--- src/rtl/matrix_multiply_param_unit.sv ---
// matrix_multiply_param_unit: sequential NxN matrix multiplier, one multiply-accumulate per clock
module matrix_multiply_param_unit #(
    parameter int N     = 4,
    parameter int W     = 4,
    parameter int OUT_W = 4
) (
    input  logic                   clk,
    input  logic                   rst,
    input  logic                   start,
    input  logic                   signed_en,
    input  logic                   sat_en,
    input  logic [N*N*W-1:0]       matrixA,
    input  logic [N*N*W-1:0]       matrixB,
    output logic [N*N*OUT_W-1:0]   result,
    output logic                   busy,
    output logic                   listo,
    output logic                   ovf
);
    localparam int ACC_W = 2 * W + $clog2(N);
    localparam int CW = (N > 1) ? $clog2(N) : 1;
    localparam logic [ACC_W:0] ONE  = {{ACC_W{1'b0}}, 1'b1};
    localparam logic [ACC_W:0] UMAX = (ONE << OUT_W) - ONE;
    localparam logic [ACC_W:0] SMAX = (ONE << (OUT_W - 1)) - ONE;
    localparam logic [ACC_W:0] SMIN = ~SMAX;

    typedef enum logic [1:0] {IDLE, CALC, DONE} state_t;

    state_t               state_q, state_d;
    logic [N*N*W-1:0]     a_q, b_q;
    logic                 sgn_q, sat_q;
    logic [CW-1:0]        i_q, j_q, k_q;
    logic [ACC_W-1:0]     acc_q;
    logic                 sticky_q;
    logic [N*N*OUT_W-1:0] stage_q, stage_d;
    logic [N*N*OUT_W-1:0] result_q;
    logic                 ovf_q;

    logic [W-1:0]         a_el, b_el;
    logic [ACC_W-1:0]     a_ext, b_ext, sum;
    logic [ACC_W:0]       sum_ext, hi, lo;
    logic                 over, under;
    logic [OUT_W-1:0]     conv;
    logic                 k_last, j_last, i_last, last;

    assign k_last = k_q == CW'(N - 1);
    assign j_last = j_q == CW'(N - 1);
    assign i_last = i_q == CW'(N - 1);
    assign last   = state_q == CALC && k_last && j_last && i_last;

    assign result = result_q;
    assign ovf    = ovf_q;
    assign busy   = state_q != IDLE;
    assign listo  = state_q == DONE;

    // next state: DONE always returns to IDLE, so start during busy is simply dropped
    always_comb begin
        state_d = (state_q == IDLE) ? (start ? CALC : IDLE) :
                  (state_q == CALC) ? (last ? DONE : CALC) : IDLE;
    end

    // operand fetch, MAC and range conversion; sum is widened by one bit so signed and unsigned share one compare
    always_comb begin
        a_el    = a_q[W * (int'(i_q) * N + int'(k_q)) +: W];
        b_el    = b_q[W * (int'(k_q) * N + int'(j_q)) +: W];
        a_ext   = sgn_q ? {{(ACC_W - W){a_el[W-1]}}, a_el} : {{(ACC_W - W){1'b0}}, a_el};
        b_ext   = sgn_q ? {{(ACC_W - W){b_el[W-1]}}, b_el} : {{(ACC_W - W){1'b0}}, b_el};
        sum     = acc_q + a_ext * b_ext;
        sum_ext = {sgn_q & sum[ACC_W-1], sum};
        hi      = sgn_q ? SMAX : UMAX;
        lo      = sgn_q ? SMIN : '0;
        over    = $signed(sum_ext) > $signed(hi);
        under   = $signed(sum_ext) < $signed(lo);
        conv    = (sat_q && over) ? hi[OUT_W-1:0] : (sat_q && under) ? lo[OUT_W-1:0] : sum[OUT_W-1:0];
        stage_d = stage_q;
        if (state_q == CALC && k_last) stage_d[OUT_W * (int'(i_q) * N + int'(j_q)) +: OUT_W] = conv;
    end

    // state register
    always_ff @(posedge clk or negedge rst) begin
        if (!rst) state_q <= IDLE;
        else      state_q <= state_d;
    end

    // capture on start, step the (i,j,k) walk in CALC, publish staging on the final MAC
    always_ff @(posedge clk or negedge rst) begin
        if (!rst) begin
            a_q      <= '0;
            b_q      <= '0;
            sgn_q    <= 1'b0;
            sat_q    <= 1'b0;
            i_q      <= '0;
            j_q      <= '0;
            k_q      <= '0;
            acc_q    <= '0;
            sticky_q <= 1'b0;
            stage_q  <= '0;
            result_q <= '0;
            ovf_q    <= 1'b0;
        end else if (state_q == IDLE && start) begin
            a_q      <= matrixA;
            b_q      <= matrixB;
            sgn_q    <= signed_en;
            sat_q    <= sat_en;
            i_q      <= '0;
            j_q      <= '0;
            k_q      <= '0;
            acc_q    <= '0;
            sticky_q <= 1'b0;
        end else if (state_q == CALC) begin
            acc_q    <= k_last ? '0 : sum;
            k_q      <= k_last ? '0 : k_q + 1'b1;
            j_q      <= k_last ? (j_last ? '0 : j_q + 1'b1) : j_q;
            i_q      <= (k_last && j_last) ? (i_last ? '0 : i_q + 1'b1) : i_q;
            sticky_q <= sticky_q | (k_last & (over | under));
            stage_q  <= stage_d;
            if (last) begin
                result_q <= stage_d;
                ovf_q    <= sticky_q | over | under;
            end
        end
    end
endmodule

--- config.mk ---
export PLATFORM = sky130hd
export DESIGN_NAME = matrix_multiply_param_unit
export DESIGN_NICKNAME = d
export VERILOG_FILES = /design/src/rtl/matrix_multiply_param_unit.sv
export SDC_FILE = /design/constraint.sdc
export NUM_CORES = 1
export LEC_CHECK = 0
export CORE_MARGIN = 2
export CORE_UTILIZATION = 55
export DETAILED_ROUTE_END_ITERATION = 8
export PLACE_DENSITY = 0.87
export SYNTH_ARGS = -nofsm -noshare
export SYNTH_HDL_FRONTEND = slang
export SYNTH_SLANG_ARGS = --single-unit
--- constraint.sdc ---
create_clock -name clk -period 12.4 [get_ports clk]
set_input_delay 1.86 -clock clk [delete_from_list [all_inputs] [get_ports clk]]
set_output_delay 1.86 -clock clk [all_outputs]
set_load 0.02 [all_outputs]
==> flow_metrics.tcl, run 1 <==
set metrics [dict create \
    cts_setup_buffers 0 \
    relSlewSlack_pct 9.26 \
    die_area_mm2 0.0263 \
    core.rowCount 57 \
    rsz0062_at_grt "false" \
    synth_compound_area_share_pct 8.08 \
    synth_nets 1497 \
    min_path_type "flip-flop to flip-flop" \
    synth_adder_area_share_pct 7.94 \
    worstSetupStartpointType "flip-flop" \
    grt-ovfl-total 0 \
    gp_congestion 0.898 \
    grt_pass1_wl_um 54700 \
    cp_max_fo 23 \
    endpoint_kind "flip-flop" \
    period_minus_slack_ps 9160 \
    ys_seq_area_share_pct 50.6 \
    cap_violations 0 \
    synth_top_family_by_area "simple AND/OR/NAND/NOR gates" \
    root_buffer "clkbuf_16" \
    antenna_found_initial 2 \
    cts_tree "done" \
    route.detailed.drc 0 \
    dieHeight_um 162 \
    status "complete, no violations" \
    ys.flop_type "dfrtp_1" \
    portBuffers 199 \
    drt-pass1-iter-count 5 \
    synth_edf_count 0 \
    ios 200 \
    period_share_pct 73.9 \
    path_clk_slew_ps 60 \
    hold_viol_final 0 \
    viasPerCell 5.63 \
    clk_latency_ps 560 \
    start_util_pct 56.3 \
    drive_above_1_share_pct 12.7 \
    grt_pass1_vias 10600 \
    crit_type "flip-flop to flip-flop" \
    grt_usage_pct 26.4 \
    clock_skew_ps 29.1 \
    muxShareOfSynthArea_pct 11.8 \
    syn2layout_area_growth_pct 22.9 \
    synth_xor_area_share_pct 1.46 \
    vias 10200 \
    yosysUniqueCellTypes 58 \
    tns_ps 0 \
    cts_resized 0 \
    nets 1675 \
    clockBufferDepth 3 \
    dieWidth_um 162 \
    dr.first_iter.drc_count 959 \
    grt_max_degree 118 \
    fillers 1654 \
    cts_htree_levels 1 \
    routedWlPerCell_um 18.6 \
    numCtsBuffers 29 \
    hold_buffers 0 \
    synth_most_common_cell "nand2_1" \
    ys_warn_count 0 \
    clock_sinks 278 \
    tightest_slew_ps 1360 \
    hpwlAfterDp_um 23300 \
    slew_violations 0 \
    synthTopCellsByCount "nand2_1 (423), dfrtp_1 (278), nor2_1 (91), inv_1 (56), clkbuf_1 (46)" \
    syn_avg_cell_area_um2 10.6 \
    core_area_mm2 0.0244 \
    synth_area_leaders "dfrtp_1 (51%), nand2_1 (12%), mux4_2 (5.6%)" \
    synth_largest_area_cell "dfrtp_1" \
    synthSimpleGateAreaFrac_pct 16.4 \
    arrival_ps 9600 \
    ys_async_sr_fraction_pct 100 \
    synth.cell_area_mm2 0.0137 \
    netlist_instances 1293 \
    fmax_mhz 109 \
    synth_top_area_share_pct 50.6 \
    critPathRequiredTime_ps 12840 \
    synth_seq_cells 278 \
    setup-violations-final 0 \
    postRouteWirelength_um 33800 \
    antenna_left 0 \
]
## cell type report
cell class | count | area, µm² | area share, %
inverter | 58 | 223 | 1.32
clock inverter | 17 | 184 | 1.09
timing repair buffer | 207 | 2060 | 12.2
sequential | 278 | 6960 | 41.2
multi-input combinational | 897 | 6290 | 37.2
clock buffer | 35 | 768 | 4.55
antenna | 1 | 2.50 | 0.0148
tap | 324 | 405 | 2.40
## path summary, 6_finish.rpt
kind	startpoint	endpoint	slack, ps	cells past startpoint
min in group asynchronous	rst	a_q[62]	1380	1
setup / recovery	j_q[0]	result[60]	3240	25
setup reg to reg	j_q[0]	result[60]	3240	25
hold reg to reg	a_q[60]	a_q[60]	470	2
max in group asynchronous	rst	result[40]	9390	2
hold / removal	a_q[60]	a_q[60]	470	2
## layer usage
metal / track usage (%) / wire length (µm) / vias to the layer above
met5: 0 / 13 / -
met4: 10.4 / 1370 / 2
met3: 3.50 / 2000 / 93
met2: 44.1 / 16900 / 401
met1: 35.3 / 13500 / 5104
li1: - / - / 4621
## worst max-delay path: stages, from the launching register on
cell	delay [ps]
dfrtp_1	1060
mux4_2	600
mux4_2	550
nand2_1	140
inv_1	90
fa_1	540
inv_1	90
fa_1	500
inv_1	50
fa_1	460
fa_1	550
inv_1	50
fa_1	420
xnor2_1	140
xnor2_1	200
xnor2_1	170
xnor2_1	160
xnor2_1	140
xor3_2	570
clkinv_4	110
ha_1	250
a21oi_1	280
o21ai_4	160
a311oi_4	1190
a21oi_1	220
mux2_2	330
## logic make-up after synthesis
| kind of cell | Yosys count |
|---|---|
| mux | 94 |
| flops | 278 |
| buf+inv | 118 |
| xor+xnor | 21 |
| compound gates | 147 |
| fa+ha+maj | 71 |
| simple gates | 564 |
## per-stage QoR
step / setup WS [ps] / std cells / area [µm²] / util, % / hold slack (ps)
6_report: 3240 / 1817 / 16900 / 69.2 / 469
5_1_grt: 2810 / 1817 / 16900 / 69.2 / 484
4_1_cts: 3200 / 1816 / 16900 / 69.2 / 472
3_3_place_gp: 3620 / 1764 / 15900 / 65.3 / 453
2_1_floorplan: 4480 / 1293 / 13700 / - / 437
3_5_place_dp: 3290 / 1764 / 15900 / 65.3 / 457
## placed cells by master, fill, tap and decap left out, types with 7 or more instances in the layout
cell type        netlist  layout
mux4_2                34      34
clkinv_2               0       7
a21oi_2               30      30
nor2_1                91      91
clkbuf_16              0      29
mux2_4                30      30
clkdlybuf4s50_1        0     198
a22o_1                10      10
fa_1                  27      27
o211ai_1              15      15
nor2b_1               10      10
buf_4                  0       8
dfrtp_1              278     278
xnor2_1               16      16
inv_1                 56      56
a21oi_1               29      29
ha_1                  44      44
mux2_2                18      18
nand2_1              423     422
and2_1                13      12
o21ai_0               24      24
a31oi_1               17      17
## state kept, by name (all words and copies together), names as in the netlist, 2 cells and up
register	flops
a_q	64
acc_q	10
b_q	64
i_q	2
j_q	2
k_q	2
result	64
stage_q	64
state_q	2
Power of run 1 is left out: the tool's default activity adds up to more than one toggle a clock period on the data nets, which glitch-free logic cannot reach.
==> run 2: changes to the inputs <==
==> constraint.sdc (replaced) <==
create_clock -name clk -period 8.8 [get_ports clk]
set_input_delay 1.32 -clock clk [delete_from_list [all_inputs] [get_ports clk]]
set_output_delay 1.32 -clock clk [all_outputs]
set_load 0.02 [all_outputs]
==> run 2 against run 1 <==
Wire length fell by 1.0%. Global-route usage fell by 0.32 points. Critical path depth rose by 2. Register-to-register slack got worse by 2800 ps. Final cell count rose by 0.44%. Critical endpoint is now result[0]. Highest routed layer is now met4. Sequential share of layout area fell by 0.10 points. Via count barely moved. Clock skew fell by 11 ps. Worst hold slack got worse by 0.93 ps. Maximum frequency rose by 9.8%. Clock-buffer cell count rose by 8.
==> flow_metrics.tcl, run 2 (same netlist as run 1, synthesis figures left out) <==
set metrics [dict create \
    path_clk_slew_ps 60 \
    setup-violations-final 0 \
    cap_violations 0 \
    dieWidth_um 162 \
    fmax_mhz 120 \
    dr.first_iter.drc_count 893 \
    grt_pass1_vias 10500 \
    vias 10200 \
    nets 1683 \
    cp_max_fo 16 \
    ios 200 \
    critPathRequiredTime_ps 9240 \
    route.detailed.drc 0 \
    tightest_slew_ps 1230 \
    rsz0062_at_grt "false" \
    period_share_pct 94.8 \
    grt_max_degree 128 \
    viasPerCell 5.60 \
    grt_pass1_wl_um 54200 \
    clk_latency_ps 560 \
    core_area_mm2 0.0244 \
    clockBufferDepth 3 \
    dieHeight_um 162 \
    hold_buffers 0 \
    numCtsBuffers 29 \
    portBuffers 199 \
    core.rowCount 57 \
    antenna_found_initial 1 \
    grt_usage_pct 26.0 \
    slew_violations 0 \
    root_buffer "clkbuf_16" \
    routedWlPerCell_um 18.3 \
    start_util_pct 56.3 \
    period_minus_slack_ps 8340 \
    syn2layout_area_growth_pct 23.2 \
    cts_tree "done" \
    antenna_left 0 \
    min_path_type "flip-flop to flip-flop" \
    final_common_cell "nand2_1" \
    utilization_pct 69.4 \
    clock_sinks 278 \
    hpwlAfterDp_um 23100 \
    fillers 1658 \
    hold_viol_final 0 \
    clock_skew_ps 18.6 \
    tns_ps 0 \
    endpoint_kind "flip-flop" \
    drt-pass1-iter-count 5 \
    crit_type "flip-flop to flip-flop" \
    drive_above_1_share_pct 13.1 \
    relSlewSlack_pct 16.8 \
    postRouteWirelength_um 33500 \
    layout_common_cells "nand2_1 (422), dfrtp_1 (276), clkdlybuf4s50_1 (198)" \
    worstSetupStartpointType "flip-flop" \
    grt-ovfl-total 0 \
    gp_congestion 0.884 \
    status "complete, no violations" \
    arrival_ps 8780 \
    cts_htree_levels 1 \
    die_area_mm2 0.0263 \
]
==> run 2: layer usage <==
layer	global-route usage, %	wire length, µm
met3	4.47	2330
met5	0	0
met1	34.6	13400
met4	8.49	1050
met2	44.0	16700
==> run 2: worst paths after layout <==
path,start,to,slack [ps],cells after the start
worst min register to register,b_q[20],b_q[20],470,2
min in group asynchronous,rst,a_q[58],800,1
max in group asynchronous,rst,b_q[33],6360,2
worst max register to register,k_q[0],result[0],460,27
worst min-delay path,b_q[20],b_q[20],470,2
worst max-delay path,k_q[0],result[0],460,27
==> run 2: area by class of cell <==
cell class | count | area (µm²) | area share (%)
Sequential cell | 278 | 6960 | 41.1
Multi-Input combinational cell | 897 | 6290 | 37.1
Timing Repair Buffer | 215 | 2120 | 12.5
Clock buffer | 43 | 838 | 4.95
Tap cell | 324 | 405 | 2.39
Inverter | 58 | 223 | 1.32
Clock inverter | 9 | 100 | 0.591
Antenna cell | 1 | 2.50 | 0.0148
==> run 2: worst max-delay path, stage by stage (launching register included) <==
cell      delay (ps)
dfrtp_1          720
buf_4            290
mux4_2           500
mux4_2           610
xnor2_1          190
nor2_1            60
ha_1             170
a21oi_1          190
fa_1             420
inv_1            100
fa_1             450
fa_1             560
inv_1             60
fa_1             430
xnor2_1          270
xnor2_1          150
xnor2_1          220
xnor2_1          160
xnor2_1          150
xor3_2           580
clkinv_4         110
ha_1             240
a21oi_1          270
o21ai_4          160
a311oi_4         310
buf_4            340
a21oi_1          160
mux2_2           320
==> run 2: per-stage QoR <==
step / hold WS (ps) / std cells / area (µm²) / setup slack, ps
after floorplan: 437 / 1293 / 13700 / 885
after global placement: 453 / 1772 / 16000 / 654
after detailed placement: 455 / 1772 / 16000 / 469
after CTS: 469 / 1824 / 16900 / 205
after global routing: 489 / 1825 / 16900 / 28.4
final: 469 / 1825 / 16900 / 460
==> run 2: repair_timing <==
item,CTS,global route
resized for setup,0,2
setup buffers,0,0
endpoints found under the setup margin,0,29
Power of run 2 is left out for the same reason.
==> run 3: changes to the inputs <==
--- a/config.mk
+++ b/config.mk
@@ -5,6 +5,7 @@
 export SDC_FILE = /design/constraint.sdc
 export NUM_CORES = 1
 export LEC_CHECK = 0
+export CAP_MARGIN = 20
 export CORE_MARGIN = 2
 export CORE_UTILIZATION = 55
 export DETAILED_ROUTE_END_ITERATION = 8
==> run 3 against run 2 <==
Worst hold slack better by 0.54 ps. Die area unchanged. Wire length up 0.95%.
==> flow_metrics.tcl, run 3 (same netlist as run 1, synthesis figures left out) <==
set metrics [dict create \
    viasPerCell 5.59 \
    core.rowCount 57 \
    syn2layout_area_growth_pct 23.9 \
    fmax_mhz 121 \
    tns_ps 0 \
    gp_congestion 0.884 \
    crit_top_cell "xnor2_1" \
    clock_skew_ps 17.0 \
    status "complete, no violations" \
    relSlewSlack_pct 36.7 \
    period_share_pct 94.3 \
    cap_violations 0 \
    endpoint_kind "flip-flop" \
    routedWlPerCell_um 18.5 \
    vias 10200 \
    hold_viol_final 0 \
    grt_max_degree 128 \
    cp_max_fo 16 \
    arrival_ps 8730 \
    layout_common_cells "nand2_1 (422), dfrtp_1 (276), clkdlybuf4s50_1 (198)" \
    critPathRequiredTime_ps 9240 \
    tightest_slew_ps 950 \
    dieWidth_um 162 \
    fillers 1632 \
    grt_pass1_vias 10500 \
    clockBufferDepth 3 \
    root_buffer "clkbuf_16" \
    numCtsBuffers 29 \
    hpwlAfterDp_um 23100 \
    fin_ws_ps 504 \
    portBuffers 199 \
    start_util_pct 56.3 \
    drive_above_1_share_pct 13.4 \
    fin_hold_ws_ps 469 \
    holdPathStages 2 \
    ios 200 \
    nets 1688 \
    antenna_left 0 \
    placed_cells 1772 \
    clk_latency_ps 560 \
    final_cells 1830 \
    cts_tree "done" \
    dieHeight_um 162 \
    hold_buffers 0 \
    clock_sinks 278 \
    grt-ovfl-total 0 \
    die_area_mm2 0.0263 \
    cts_htree_levels 1 \
    setup-violations-final 0 \
    worstSetupStartpointType "flip-flop" \
    path_clk_slew_ps 60 \
    antenna_found_initial 1 \
    core_area_mm2 0.0244 \
    route.detailed.drc 0 \
    period_minus_slack_ps 8300 \
    postRouteWirelength_um 33800 \
    slew_violations 0 \
    dr.first_iter.drc_count 935 \
    grt_pass1_wl_um 54200 \
    crit_type "flip-flop to flip-flop" \
    rr_worst_depth 27 \
    min_path_type "flip-flop to flip-flop" \
    final_common_cell "nand2_1" \
    drt-pass1-iter-count 5 \
    grt_usage_pct 26.0 \
    rsz0062_at_grt "false" \
    max_stage_delay_ps 720 \
    post-place-ws_ps 469 \
    worst_path_max_delay_cell "dfrtp_1" \
]
run 3: critical path: cells and delay by family (launching register included):
family | cells | cell delay, ps
AO/OA/AOI/OAI | 5 | 1080
XOR/XNOR | 7 | 1720
adder cells (fa/ha/maj) | 6 | 2270
buffers and inverters | 5 | 910
flip-flops | 1 | 720
multiplexers | 3 | 1410
AND/OR/NAND/NOR | 1 | 60
run 3: layout make-up:
cell class                 count  area, µm²  area share (%)
sequential                   278       6960            40.9
multi-input combinational    897       6290            36.9
timing repair buffer         220       2210            13.0
clock buffer                  43        838            4.92
tap                          324        405            2.38
inverter                      58        223            1.31
clock inverter                 9        100           0.588
antenna                        1       2.50          0.0147
run 3: worst paths after layout:
kind,to,slack (ps),start
worst max register to register,result[12],500,k_q[0]
max in group asynchronous,result[40],6380,rst
worst min-delay path,b_q[20],470,b_q[20]
worst max-delay path,result[12],500,k_q[0]
min in group asynchronous,a_q[58],860,rst
worst min register to register,b_q[20],470,b_q[20]
run 3: timing repair:
item / 4_1_cts / 5_1_grt
buffers inserted: 0 / 0
endpoints found under the setup margin: 0 / 34
gates resized for setup: 0 / 2
hold endpoints to repair: 0 / 0
run 3: per-stage QoR:
| stage | utilization [%] | area (µm²) |
|---|---|---|
| floorplan | - | 13700 |
| global placement | 65.6 | 16000 |
| detailed placement | 65.6 | 16000 |
| CTS | 69.4 | 16900 |
| global route | 69.8 | 17000 |
| finish | 69.8 | 17000 |
run 3: per-layer routing:
layer  global-route usage (%)  part of all wire (%)  up-vias
li1                         -                     -     4648
met1                     34.6                    40     5066
met2                     44.0                    50      430
met3                     4.47                   6.8       85
met4                     8.49                   3.2        0
met5                        0                     0        -
Power of run 3 is left out for the same reason.
